===== src/rtl/mmio_bus_ctrl.sv =====
// mmio_bus_ctrl: registered MMIO decoder for RAM, output registers and synchronised input ports
module mmio_bus_ctrl #(
    parameter int              DATA_W   = 16,
    parameter int              ADDR_W   = 9,
    parameter int              RAM_AW   = 8,
    parameter int              RAM_LAT  = 1,
    parameter int              NUM_OUT  = 2,
    parameter int              NUM_IN   = 2,
    parameter logic [ADDR_W-1:0] OUT_BASE = 9'h100,
    parameter logic [ADDR_W-1:0] IN_BASE  = 9'h140
) (
    input  logic                      clk,
    input  logic                      reset_n,
    input  logic [1:0]                mem_cmd,
    input  logic [ADDR_W-1:0]         mem_addr,
    input  logic [DATA_W-1:0]         write_data,
    output logic [DATA_W-1:0]         read_data,
    output logic                      mem_ready,
    output logic [RAM_AW-1:0]         ram_addr,
    output logic                      ram_write,
    output logic [DATA_W-1:0]         ram_din,
    input  logic [DATA_W-1:0]         ram_dout,
    output logic [NUM_OUT*DATA_W-1:0] out_regs,
    input  logic [NUM_IN*DATA_W-1:0]  in_ports,
    output logic                      bus_err
);
    localparam logic [1:0] MREAD  = 2'b01;
    localparam logic [1:0] MWRITE = 2'b10;
    localparam int CNT_W = (RAM_LAT > 1) ? $clog2(RAM_LAT) : 1;
    typedef enum logic [1:0] {IDLE, WAIT, RESP} state_t;
    state_t                    state_q, state_d;
    logic [1:0]                cmd_q, cmd_d;
    logic [ADDR_W-1:0]         addr_q, addr_d;
    logic [DATA_W-1:0]         wdata_q, wdata_d;
    logic [CNT_W-1:0]          cnt_q, cnt_d;
    logic                      err_q, err_d;
    logic [NUM_OUT*DATA_W-1:0] out_q, out_d;
    logic [NUM_IN*DATA_W-1:0]  sync1_q, sync2_q;
    logic                      ram_hit, out_hit, in_hit;
    logic [DATA_W-1:0]         out_rd, in_rd;
    always_ff @(posedge clk or negedge reset_n) begin
        if (!reset_n) begin
            state_q <= IDLE;
            cmd_q   <= '0;
            addr_q  <= '0;
            wdata_q <= '0;
            cnt_q   <= '0;
            err_q   <= 1'b0;
            out_q   <= '0;
            sync1_q <= '0;
            sync2_q <= '0;
        end else begin
            state_q <= state_d;
            cmd_q   <= cmd_d;
            addr_q  <= addr_d;
            wdata_q <= wdata_d;
            cnt_q   <= cnt_d;
            err_q   <= err_d;
            out_q   <= out_d;
            sync1_q <= in_ports;
            sync2_q <= sync1_q;
        end
    end
    // Decode works on the latched address so the response never depends on the live bus
    always_comb begin
        ram_hit = ~addr_q[ADDR_W-1];
        out_hit = 1'b0;
        in_hit  = 1'b0;
        out_rd  = '0;
        in_rd   = '0;
        out_d   = out_q;
        for (int i = 0; i < NUM_OUT; i++) begin
            if (addr_q == OUT_BASE + ADDR_W'(i)) begin
                out_hit = 1'b1;
                out_rd  = out_q[i*DATA_W +: DATA_W];
                if (state_q == RESP && cmd_q == MWRITE)
                    out_d[i*DATA_W +: DATA_W] = wdata_q;
            end
        end
        for (int i = 0; i < NUM_IN; i++) begin
            if (addr_q == IN_BASE + ADDR_W'(i)) begin
                in_hit = 1'b1;
                in_rd  = sync2_q[i*DATA_W +: DATA_W];
            end
        end
    end
    always_comb begin
        state_d   = state_q;
        cmd_d     = cmd_q;
        addr_d    = addr_q;
        wdata_d   = wdata_q;
        cnt_d     = cnt_q;
        err_d     = err_q;
        mem_ready = 1'b0;
        ram_write = 1'b0;
        read_data = '0;
        case (state_q)
            IDLE: begin
                cnt_d = '0;
                if (mem_cmd == MREAD || mem_cmd == MWRITE) begin
                    cmd_d   = mem_cmd;
                    addr_d  = mem_addr;
                    wdata_d = write_data;
                    state_d = (mem_cmd == MREAD && !mem_addr[ADDR_W-1]) ? WAIT : RESP;
                end
            end
            WAIT: begin
                cnt_d   = cnt_q + 1'b1;
                state_d = (cnt_q == CNT_W'(RAM_LAT - 1)) ? RESP : WAIT;
            end
            RESP: begin
                mem_ready = 1'b1;
                state_d   = IDLE;
                ram_write = ram_hit && cmd_q == MWRITE;
                read_data = (cmd_q != MREAD) ? '0 : ram_hit ? ram_dout : out_hit ? out_rd : in_rd;
                err_d     = err_q | ~(ram_hit | out_hit | in_hit);
            end
            default: state_d = IDLE;
        endcase
    end
    assign ram_addr = addr_q[RAM_AW-1:0];
    assign ram_din  = wdata_q;
    assign out_regs = out_q;
    assign bus_err  = err_q;
endmodule

===== config.mk =====
export PLATFORM = sky130hd
export DESIGN_NAME = mmio_bus_ctrl
export DESIGN_NICKNAME = d
export VERILOG_FILES = /design/src/rtl/mmio_bus_ctrl.sv
export SDC_FILE = /design/constraint.sdc
export NUM_CORES = 1
export LEC_CHECK = 0
export CAP_MARGIN = 25
export CORE_MARGIN = 4
export CORE_UTILIZATION = 41
export CTS_CLUSTER_DIAMETER = 120
export CTS_CLUSTER_SIZE = 8
export DETAILED_ROUTE_END_ITERATION = 12
export PLACE_DENSITY = 0.75
export SLEW_MARGIN = 20
export SYNTH_ARGS = -nofsm -noshare
export SYNTH_HDL_FRONTEND = slang
export SYNTH_SLANG_ARGS = --single-unit

===== constraint.sdc =====
create_clock -name clk -period 3 [get_ports clk]
set_clock_uncertainty 0.05 [all_clocks]
set_input_delay 0.45 -clock clk [delete_from_list [all_inputs] [get_ports clk]]
set_output_delay 0.45 -clock clk [all_outputs]
set_load 0.1 [all_outputs]

Word-level counts from Yosys, hierarchy flattened
Cells that the tools add are included.
{"block": "word_totals", "register_bits": 127, "inputBits": 77, "out_inout_bits": 75, "wordCells": 56}
{"block": "classes", "addsub": 1, "eq_ne": 11, "muxes": 19, "bitwise_logic": 5, "n_reduce_logical": 10}
{"operator": "16-bit 2-to-1 mux", "count": 8}
{"operator": "9-bit == test, second input constant", "count": 4}
{"operator": "2-bit == test, second input constant", "count": 3}
{"operator": "1-bit 2-to-1 mux", "count": 6}
{"operator": "2-bit 2-to-1 mux", "count": 3}
{"operator": "2-bit AND reduction", "count": 3}
{"operator": "2-bit by 1-bit == test with 1-bit output, second input constant", "count": 2}
{"operator": "2-bit case mux with 2 select lines", "count": 1}
{"operator": "1-bit logical AND", "count": 3}
{"operator": "1-bit bitwise OR", "count": 3}
{"operator": "2-bit logical NOT", "count": 1}
{"operator": "2-bit by 1-bit != test with 1-bit output, second input constant", "count": 1}
{"operator": "2-bit != test, second input constant", "count": 1}
{"operator": "1-bit inverter", "count": 2}
{"operator": "1-bit case mux with 2 select lines", "count": 1}
{"operator": "2-bit nonzero test", "count": 1}
{"operator": "1-bit adder, second input constant", "count": 1}
{"operator": "1-bit logical NOT", "count": 1}
{"operator": "1-bit logical OR", "count": 1}

Longest topological paths before layout
{"block": "logic_depth", "word_depth": 7, "depth_mapped": 7, "depth_no_buf": 5}

Worst setup path before layout
No wires, ideal clock.
{"block": "synth_path", "kind": "register to output", "from": "register addr_q[8]", "to": "output port read_data[14]", "arrival_ps": 2992, "required_time_ps": 2500, "path_slack_ps": -492, "stages_incl_launch_ff": 6, "path_cell_list": "dfrtp_1 -> clkbuf_1 -> nor4b_1 -> clkbuf_1 -> a31oi_1 -> a21oi_1"}
{"block": "synth_between", "elab_chain_len": 7, "elab_cells_between_ends": 14}
{"element": "start, declared", "line_no": "33", "text": "logic [ADDR_W-1:0] addr_q, addr_d;"}
{"element": "start signal, assigned", "line_no": "55", "text": "addr_q <= addr_d;"}
{"element": "9-bit == test (on tied branches)", "line_no": "81, 73"}
{"element": "16-bit 2-to-1 mux, or another cell as far along (2 in a row)", "line_no": "81", "text": "if (addr_q == IN_BASE + ADDR_W'(i)) begin"}
{"element": "16-bit 2-to-1 mux", "line_no": "115", "text": "read_data = (cmd_q != MREAD) ? '0 : ram_hit ? ram_dout : out_hit ? out_rd : in_rd;"}
{"element": "16-bit 2-to-1 mux * (2 in a row)", "line_no": "115"}
{"element": "16-bit 2-to-1 mux *", "line_no": "97", "text": "case (state_q)"}
{"element": "end, declared", "line_no": "17", "text": "output logic [DATA_W-1:0] read_data,"}
Every way passes the cells marked *; elsewhere a longest branch is shown, timed or not.

Worst setup path after layout
{"block": "layout_path", "from": "register addr_q[8]", "to": "output port read_data[4]"}
The elaborated chain is that of the path after synthesis.

==> results.cfg <==
[status]
outcome = finished clean

[clock_network]
cts_resized = 0
ctsHtreeMaxLevel = 4
cts_buffer_depth = 2
path_clk_slew_ns = 0.06
root_buffer = clkbuf_16
numCtsBuffers = 17
clk_latency_ns = 0.40
cts.sinks = 127
cts_tree = built
hold_buffers = 0
post_cts_buffers = 0

[place]
place_inst = 617
gp_congestion = 0.810
port_buffers = 151
hpwlAfterDp_um = 8970
pre_cts_slack_ns = 0.713

[logic_synthesis]
synth_warnings = 0
synth_most_common_cell = dfrtp_1
ys_ff_latch = 127
synth_commonest_cells = 127 x dfrtp_1, 73 x mux2_2, 19 x o21ai_0
avgSynthCellArea_um2 = 14.6
synth_ff_type = dfrtp_1
syn_nets = 416
netlist_area_mm2 = 0.00493
synth_edf_count = 0
async_reset_ff_share_pct = 100
syn-instance-count = 338
synth_top_area_cell = dfrtp_1
ys_top_cells_by_area = dfrtp_1 64%, mux2_2 17%, mux2_4 3.0%, o21ai_0 1.9%, a31oi_1 1.9%
synth_seq_area_share_pct = 64.4
synth_top_area_share_pct = 64.4
synth.distinct_cells = 31

[final_layout]
nets = 571
num_antenna_cells = 0
drive_gt1_share_pct = 45.3
finalNonFillerCells = 648
syn_to_final_growth_pct = 48.3
finish.utilization_pct = 63.0

[pwr]
power.leakage_nw = 3.27
p_per_area_mw_per_mm2 = 826
ir_drop_uv = 448

[timing]
layout_min_cycle_time_ns = 2.62
relSlewSlack_pct = 60.0
slew_viol_final = 0
fin_crit_sh_pct = 87.4
fmax_mhz = 381
layout_setup_ws_ns = 0.379
grt_setup_unrepaired = no
finalSetupViolCount = 0
worst_pin_slew_ns = 0.601
hold_violations = 0
tns_ns = 0

[flow_run]
maxCapViolations = 0

[grt]
grt_pass1_vias = 3633
grt_max_degree = 59
grtUsageTotal_pct = 18.6
grt-ovfl-total = 0
grt_first_pass_wirelength_um = 20400
antenna_found_initial = 0

[worst_setup_path]
crit_fanout = 17
r2r_slack_ns = 0.75
worst_setup_path_start_kind = flop
crit_path_end_kind = output port
r2r-start = addr_q[6]
critPathLaunch = addr_q[8]
r2r_end = out_regs[19]
required_ns = 2.50
ff2ff_path_depth = 3
worstPathArrival_ns = 2.12
path_class = reg -> out
critPathCapture = read_data[4]

[route]
firstDrtPassIters = 4
routed_via_density = 5.11
dr.first_iter.drc_count = 268
wl_per_cell_um = 19.2
routed_wirelength_um = 12400
ant_nets = 0
vias = 3310
drcViolationCount = 0

[floorplanning]
rows = 39
initial_utilization_pct = 42.5
die_w_um = 118
num_io_pins = 152
die-area_mm2 = 0.0139
fp.dieH_um = 118
core_mm2 = 0.0116

[worst_hold_path]
hp-class = in -> async
routing by layer:
metal / vias up / part of all wire [%] / global-route usage, %
li1: 1527 / - / -
met1: 1644 / 43 / 24.5
met2: 124 / 49 / 29.7
met3: 15 / 6.8 / 5.53
met4: 0 / 1.6 / 6.30
met5: - / 0 / 0
cell families after synthesis:
family | share of synthesized area (%)
AOI/OAI and AO/OA | 5.98
adders and majority gates | 0.254
buffers and inverters | 3.45
DFF | 64.4
muxes | 21.1
and+or+nand+nor | 4.84
flip-flops by register name, indices dropped and copies added (netlist names):
name / count
state_q: 2
bus_err: 1
out_regs: 32
sync2_q: 32
cnt_q: 1
ram_din: 16
cmd_q: 2
sync1_q: 32
addr_q: 9
cells in the final DEF, fill, tap and decap left out, types with 2 or more instances in the layout:
cell type and n:
mux2_4 10, inv_1 4, nor4b_2 2, nand3_1 15
dfrtp_1 127, a31oi_1 15, nand2b_1 2, inv_6 4
or4_4 2, o21ai_0 19, clkinv_4 3, buf_12 18
bufinv_16 4, a21oi_2 15, mux2_1 4, nand2_1 4
clkdlybuf4s50_1 75, a32oi_1 2, nor2_1 3, mux2_2 73
clkbuf_16 17, buf_4 70
how the worst min path moves through the flow:
stage / depth (start not counted) / to / from
floorplan: 0 / addr_q[0] / reset_n
global placement: 0 / sync2_q[18] / sync1_q[18]
detailed placement: 0 / sync2_q[28] / sync1_q[28]
CTS: 1 / sync1_q[19] / reset_n
global route: 1 / sync1_q[19] / reset_n
finish: 1 / sync1_q[1] / reset_n
worst max-delay path, stage by stage, from the launching register on:
cell and delay [ns]:
dfrtp_1 0.40, buf_4 0.23, clkinv_1 0.39, a31oi_1 0.38, a21oi_2 0.14, buf_12 0.18
where the power goes:
part | switching [mW] | internal, mW | leakage (nW)
logic | 1.29 | 0.543 | 1.41
clock network | 0.773 | 1.40 | 0.307
registers | 0.156 | 1.87 | 1.56
final cells by class:
cell class	count	area, um2
Fill cell	851	4300
Inverter	5	18.8
Sequential cell	127	3180
Clock inverter	14	205
Tap cell	143	179
Timing Repair Buffer	163	1640
Clock buffer	17	425
Multi-Input combinational cell	179	1680
metrics by stage:
stage | hold slack [ns] | power, mW | area, um2
finish | 0.0156 | 6.04 | 7320
global route | 0.0537 | 6.27 | 7320
global placement | 0.285 | 3.88 | 6690
floorplan | 0.104 | 3.37 | 4990
detailed placement | 0.285 | 3.90 | 6690
CTS | 0.0208 | 6.10 | 7320
Note: power is estimated with default switching activity, not from simulation.
